**config.mk**
```make
export PLATFORM = sky130hd
export DESIGN_NAME = sm_product_accumulator
export DESIGN_NICKNAME = d
export VERILOG_FILES = /design/src/rtl/sm_product_accumulator.sv
export SDC_FILE = /design/constraint.sdc
export NUM_CORES = 1
export LEC_CHECK = 0
export CAP_MARGIN = 20
export CORE_MARGIN = 2
export CORE_UTILIZATION = 34
export CTS_BUF_LIST = sky130_fd_sc_hd__clkbuf_8
export CTS_CLUSTER_DIAMETER = 50
export CTS_CLUSTER_SIZE = 12
export DETAILED_ROUTE_END_ITERATION = 10
export PLACE_DENSITY = 0.62
export SLEW_MARGIN = 20
export SYNTH_ARGS = -nofsm -noshare
export SYNTH_HDL_FRONTEND = slang
export SYNTH_SLANG_ARGS = --single-unit
```
**constraint.sdc**
```tcl
create_clock -name clk -period 4.3 [get_ports clk]
set_clock_uncertainty 0.15 [all_clocks]
set_input_delay 0.43 -clock clk [delete_from_list [all_inputs] [get_ports clk]]
set_output_delay 0.43 -clock clk [all_outputs]
set_load 0.1 [all_outputs]
```
**src/rtl/sm_product_accumulator.sv**
```systemverilog
// sm_product_accumulator: sums a burst of sign-magnitude products into a saturating
// sign-magnitude dot-product result, with valid/ready handshakes on both sides.
module sm_product_accumulator #(
  parameter int PROD_W = 7,
  parameter int ACC_W  = 11,
  parameter int LEN_W  = 4
) (
  input  logic              clk,
  input  logic              rst,
  input  logic              start,
  input  logic [LEN_W-1:0]  len,
  input  logic              in_valid,
  output logic              in_ready,
  input  logic [PROD_W-1:0] in_prod,
  output logic              out_valid,
  input  logic              out_ready,
  output logic [ACC_W-1:0]  out_sum,
  output logic              out_ovf,
  output logic              busy
);

  localparam int MAG_W  = PROD_W - 1;
  localparam int WIDEST = (ACC_W > PROD_W) ? ACC_W : PROD_W;
  // Two guard bits so a single add can never wrap before it is clamped.
  localparam int SUM_W  = WIDEST + 2;

  typedef logic signed [ACC_W:0]   acc_t;
  typedef logic signed [SUM_W-1:0] wide_t;

  localparam wide_t SAT_MAX = wide_t'((1 << (ACC_W - 1)) - 1);
  localparam wide_t SAT_MIN = -SAT_MAX;

  typedef enum logic [1:0] {
    IDLE    = 2'd0,
    ACCUM   = 2'd1,
    CONVERT = 2'd2,
    OUT     = 2'd3
  } state_t;

  function automatic wide_t apply_prod(input wide_t acc, input logic [PROD_W-1:0] prod);
    wide_t mag;
    mag = wide_t'(prod[MAG_W-1:0]);
    if (prod[PROD_W-1]) begin
      apply_prod = acc - mag;
    end else begin
      apply_prod = acc + mag;
    end
  endfunction

  function automatic logic is_over(input wide_t v);
    is_over = (v > SAT_MAX) || (v < SAT_MIN);
  endfunction

  function automatic wide_t clamp(input wide_t v);
    if (v > SAT_MAX) begin
      clamp = SAT_MAX;
    end else if (v < SAT_MIN) begin
      clamp = SAT_MIN;
    end else begin
      clamp = v;
    end
  endfunction

  // Zero has a clear sign bit, so negative zero cannot be produced here.
  function automatic logic [ACC_W-1:0] to_sm(input acc_t a);
    acc_t mag;
    if (a[ACC_W]) begin
      mag = -a;
    end else begin
      mag = a;
    end
    to_sm = {a[ACC_W], mag[ACC_W-2:0]};
  endfunction

  state_t            state_r;
  acc_t              acc_r;
  logic              ovf_r;
  logic [LEN_W-1:0]  remaining_r;
  logic              in_ready_r;
  logic              out_valid_r;
  logic [ACC_W-1:0]  out_sum_r;
  logic              out_ovf_r;
  logic              busy_r;

  logic              accept_s;
  wide_t             next_sum_s;
  logic              sat_s;
  acc_t              acc_next_s;

  // Next accumulator value for the product on the input, clamped to the result range.
  always_comb begin
    accept_s   = in_valid & in_ready_r;
    next_sum_s = apply_prod(wide_t'(acc_r), in_prod);
    sat_s      = is_over(next_sum_s);
    acc_next_s = acc_t'(clamp(next_sum_s));
  end

  // Burst control FSM with all outputs registered.
  always_ff @(posedge clk) begin
    if (rst) begin
      state_r     <= IDLE;
      acc_r       <= '0;
      ovf_r       <= 1'b0;
      remaining_r <= '0;
      in_ready_r  <= 1'b0;
      out_valid_r <= 1'b0;
      out_sum_r   <= '0;
      out_ovf_r   <= 1'b0;
      busy_r      <= 1'b0;
    end else begin
      case (state_r)
        IDLE: begin
          if (start) begin
            remaining_r <= len;
            acc_r       <= '0;
            ovf_r       <= 1'b0;
            busy_r      <= 1'b1;
            if (len != '0) begin
              state_r    <= ACCUM;
              in_ready_r <= 1'b1;
            end else begin
              state_r    <= CONVERT;
              in_ready_r <= 1'b0;
            end
          end else begin
            busy_r     <= 1'b0;
            in_ready_r <= 1'b0;
          end
        end
        ACCUM: begin
          if (accept_s) begin
            acc_r       <= acc_next_s;
            ovf_r       <= ovf_r | sat_s;
            remaining_r <= remaining_r - LEN_W'(1);
            if (remaining_r == LEN_W'(1)) begin
              state_r    <= CONVERT;
              in_ready_r <= 1'b0;
            end else begin
              state_r    <= ACCUM;
            end
          end else begin
            state_r <= ACCUM;
          end
        end
        CONVERT: begin
          out_sum_r <= to_sm(acc_r);
          out_ovf_r <= ovf_r;
          state_r   <= OUT;
        end
        OUT: begin
          // First OUT cycle raises out_valid; the handshake is taken from then on.
          if (!out_valid_r) begin
            out_valid_r <= 1'b1;
          end else if (out_ready) begin
            out_valid_r <= 1'b0;
            busy_r      <= 1'b0;
            state_r     <= IDLE;
          end else begin
            out_valid_r <= 1'b1;
          end
        end
        default: begin
          state_r     <= IDLE;
          in_ready_r  <= 1'b0;
          out_valid_r <= 1'b0;
          busy_r      <= 1'b0;
        end
      endcase
    end
  end

  assign in_ready  = in_ready_r;
  assign out_valid = out_valid_r;
  assign out_sum   = out_sum_r;
  assign out_ovf   = out_ovf_r;
  assign busy      = busy_r;

endmodule

```
# --- Word-level counts from Yosys, hierarchy flattened ---
# Index checks and enable logic that the tools add are counted.
totals:
  output_inout_bits: 15
  ram_bits: 0
  ff_bits: 34
  wordCells: 66
  n_memories: 0
  mem_bits_ro: 0
  inputBits: 16
  latchBits: 0
classes:
  n_mul: 0
  div_mod_pow: 0
  n_mux: 31
  n_shift: 0
  addsub: 4
  n_lt_le_gt_ge: 2
  bitwise_logic: 2
  n_eq_ne: 9
  reduce_logical: 9
op_table:
  columns: ["cell", "count"]
  rows:
  - ["two-way mux 12 bit", 4]
  - ["one-hot mux 12 bit (2 select lines)", 1]
  - ["adder 12 x 7 -> 13 bit", 1]
  - ["> comparator 13 x 11 -> 1 bit, second input constant", 1]
  - ["less-than comparator 13 x 11 -> 1 bit, second input constant", 1]
  - ["two-way mux 13 bit", 1]
  - ["subtractor 12 x 7 -> 13 bit", 1]
  - ["two-way mux 2 bit", 6]
  - ["AND reduction 3 bit", 4]
  - ["two-way mux 1 bit", 11]
  - ["two-way mux 10 bit", 1]
  - ["inequality test 2 bit, second input constant", 5]
  - ["negator 10 bit", 1]
  - ["two-way mux 4 bit", 2]
  - ["one-hot mux 2 bit (4 select lines)", 1]
  - ["one-hot mux 4 bit (2 select lines)", 1]
  - ["one-hot mux 1 bit (2 select lines)", 3]
  - ["equality test 2 bit, second input constant", 2]
  - ["equality test 4 x 1 -> 1 bit, second input constant", 1]
  - ["nonzero test 2 bit", 2]
  - ["nonzero test 4 bit", 1]
  - ["subtractor 4 x 1 -> 4 bit, second input constant", 1]
  - ["equality test 2 x 1 -> 1 bit, second input constant", 1]
  - ["logical NOT 2 bit", 1]
  - ["other kinds (3)", 3]

# --- Longest topological paths before layout ---
depth:
  word_depth: 7
  mapped_depth: 15

# --- Least setup slack after synthesis ---
# Ideal clock, no wire load.
synth_path:
  kind: "input to register"
  startpoint: "in in_prod[0]"
  endpoint: "reg acc_r[2]"
  arrival_ns: 3.258
  setup_ns: 0.116
  slack_ns: 0.777
  required_ns: 4.034
  path_stages: 12
  path_buffers: 0
  path_cell_list: "inv_1 -> ha_1 -> mux2_2 -> fa_1 -> nand2b_1 -> a21oi_1 -> o21ai_1 -> xnor2_1 -> or4b_4 -> o31ai_4 -> a2111oi_4 -> a31o_1"
synth_via:
  elab_chain_len: 7
synth_lines:
  columns: ["element", "line_no", "text"]
  rows:
  - ["start, declared", "14", "input logic [PROD_W-1:0] in_prod,"]
  - ["adder 12 x 7 -> 13 bit / subtractor 12 x 7 -> 13 bit (equally long branches)", "46, 44", null]
  - ["two-way mux 13 bit (*)", "43", "if (prod[PROD_W-1]) begin"]
  - ["less-than comparator 13 x 11 -> 1 bit", "57", "end else if (v < SAT_MIN) begin"]
  - ["two-way mux 12 bit", "57", null]
  - ["two-way mux 12 bit (*)", "55", "if (v > SAT_MAX) begin"]
  - ["two-way mux 12 bit (*)", "131", "if (accept_s) begin"]
  - ["one-hot mux 12 bit (2 select lines) (*)", "111", "case (state_r)"]
  - ["end signal, assigned", "132", "acc_r <= acc_next_s;"]
  - ["end, declared", "76", "acc_t acc_r;"]
# Every way passes the cells marked *; elsewhere a longest branch is shown, timed or not. The select of a mux whose other input is x is not followed.
# A chain may end at the register's enable or synchronous reset.

# --- Final worst setup path ---
# Ends and elaborated chain as after synthesis.

==> metrics.cfg <==
[floorplan]
core_region_area_sq_mm=0.006869
die_area_sq_mm=0.007838
initial_core_util_pct=35.37
boundaryPins=31
die_y_um=88.54
die_width_um=88.54
rows=30

[routing]
wirelength_mm=5.634
drc_errors=0
vias_per_cell=5.029
avgRoutedWirePerCell_um=12.63
first_pass_iters=4
drt-initial-drc-count=194
num_vias=2243
detail-route-antenna-nets=0

[sta]
rsz0062_at_grt=no
drv_slew=0
fin_crit_sh_pct=93.26
finalSetupViolCount=0
worst_slew_pin_slew_ns=0.9719
fin_ws_ns=0.2900
setup_tns_ns=0
period_needed_ns=4.010
fmax_mhz=249.4
hold_viol=0
slew_headroom_pct=35.00

[clocking]
tritoncts=yes
insertion_delay_ns=0.28
post_cts_resized=0
cts_hold_buf=0
clock_sinks=34
cts_setup_buffers=0
cts_made_buffers=5
cts.clk_slew.worst_paths_ns=0.07
cts_buffer_depth=2
cts_root_buf=clkbuf_8
cts_max_level=2

[layout]
num-fill-cells=675
regArea_sq_um=680.7
multiInputGateArea_sq_mm=0.001649
syn_to_final_growth_pct=25.28
finalCoreUtilization_pct=44.32
antenna_cells=0
drive_gt1_share_pct=12.00
fin_nets=382

[synth]
ys_warn_count=0
synth_ff_type=dfxtp_1
syn_avg_cell_area_sq_um=7.915
ys_types=56
ys_top_cells_by_area=dfxtp_1, a21oi_1, ha_1, nand2_1, nor2_1
syn_nets=340
synth_top_area_share_pct=28.01
ys_seq_area_share_pct=28.01
synth_most_common_cell=a21oi_1
synth_area_sq_mm=0.002430
syn_inst=307
synth_common_cells=a21oi_1, nand2_1, nor2_1, dfxtp_1, ha_1
async_reset_ff_share_pct=0
synth_edf_count=0
synth_area_leader_cell=dfxtp_1
synth_seq_cells=34

[power]
swShare_pct=30.03
power.density_mw_per_mm2=268.0
p_seq_share_pct=41.1
switching_power_uw=245.0
p_int_uw=570.7
combPwrFrac_pct=25.5
leakage_uw=0.001217
clockPowerShare_pct=33.4
vdd_ir_drop_max_mv=0.1107

[global_route]
grt_max_degree=21
grt_usage_pct=15.37
antenna_found_initial=0
grt_pass1_wl_mm=9.597
globalRouteOverflowTotal=0
grt_pass1_vias=2056

[worst_setup_path]
cp_max_fo=9
cp-start-kind=input pin
worstPathRequired_ns=4.33
critical_path_class=in2reg
critPathCaptureType=flop
rrSetupSlack_ns=0.82
worstPathArrival_ns=4.04

[place]
gp_congestion=0.8814
place_ws_ns=-0.09659
dpl.hpwl_mm=4.500
numPortBuffers=30

[flow_run]
max_cap_violations=0

[hold_path]
hp-class=reg2reg

[outcome]
outcome=finished clean

==> flip-flops by register name, indices dropped and copies added (netlist names) <==
signal	count
state_r	2
out_valid	1
ovf_r	1
out_ovf	1
acc_r	12
remaining_r	4
in_ready	1
out_sum	11
busy	1
==> worst max-delay path, stage by stage <==
cell and delay [ns]:
clkdlybuf4s50_1 0.48, inv_1 0.05, ha_1 0.27, mux2_2 0.30
fa_1 0.41, nand2b_1 0.21, a21oi_1 0.18, xor2_1 0.09
a2111oi_0 0.33, or4b_4 0.54, o31ai_4 0.23, a2111oi_4 0.10
buf_4 0.21, a31o_1 0.21
==> power groups by stage <==
stage | Combinational [uW] | Sequential, uW | Clock, uW
after floorplan | 125 | 359 | 0
after global placement | 205 | 342 | 0
after detailed placement | 207 | 342 | 0
after CTS | 208 | 335 | 279
after global routing | 229 | 337 | 296
final | 208 | 335 | 273
==> through the flow <==
| step | total power, uW | cell area (sq um) | hold WS [ns] | std cells |
|---|---|---|---|---|
| 2_1_floorplan | 483.9 | 2430 | 0.2814 | 307 |
| 3_3_place_gp | 546.5 | 2929 | 0.2913 | 438 |
| 3_5_place_dp | 549.4 | 2929 | 0.2946 | 438 |
| 4_1_cts | 822.0 | 3039 | 0.3038 | 446 |
| 5_1_grt | 862.7 | 3044 | 0.3179 | 446 |
| 6_report | 815.7 | 3044 | 0.3016 | 446 |
==> final timing paths <==
path,cells past startpoint,start,end
max,14,in_prod[0],acc_r[2]$_SDFFE_PP0P_
min,2,out_sum[8]$_SDFFE_PP0P_,out_sum[8]$_SDFFE_PP0P_
max reg2reg,12,acc_r[0]$_SDFFE_PP0P_,acc_r[2]$_SDFFE_PP0P_
min reg2reg,2,out_sum[8]$_SDFFE_PP0P_,out_sum[8]$_SDFFE_PP0P_
==> layer usage <==
layer	vias to the layer above	GRT usage [%]	wire length [um]
li1	1190	-	-
met1	997	20.85	2827
met3	7	2.425	198
met5	-	0	0
met4	0	3.857	77
met2	49	25.56	2531
==> cells in the final DEF (no fill, tap or decap), types with 4 or more instances in the layout <==
cell type	n
a211oi_1	7
a21o_1	9
a21oi_1	42
buf_4	18
clkbuf_8	8
clkdlybuf4s50_1	30
dfxtp_1	34
ha_1	16
inv_1	13
nand2_1	36
nand2b_1	5
nand3_1	4
nor2_1	34
nor3_1	8
o21ai_0	6
o21ai_1	6
o31ai_1	5
xnor2_1	12
xor2_1	6
==> kinds of logic (layout without fill, tap and decap cells) <==
logic type | after synthesis | after routing | share of synthesized area, %
buffers and inverters | 26 | 69 | 4.326
XOR/XNOR | 20 | 20 | 7.827
flip-flops | 34 | 34 | 28.01
multiplexers | 3 | 3 | 1.339
AO/OA/AOI/OAI | 100 | 100 | 28.63
adder cells (fa/ha/maj) | 17 | 17 | 9.063
AND/OR/NAND/NOR | 107 | 107 | 20.80
==> layout make-up <==
type | instances | share of cell area (%)
multi-input combinational | 247 | 54.17
sequential | 34 | 22.36
timing repair buffer | 48 | 14.30
tap | 96 | 3.946
clock buffer | 8 | 3.617
inverter | 13 | 1.603
Power figures use the tool's default switching activity.
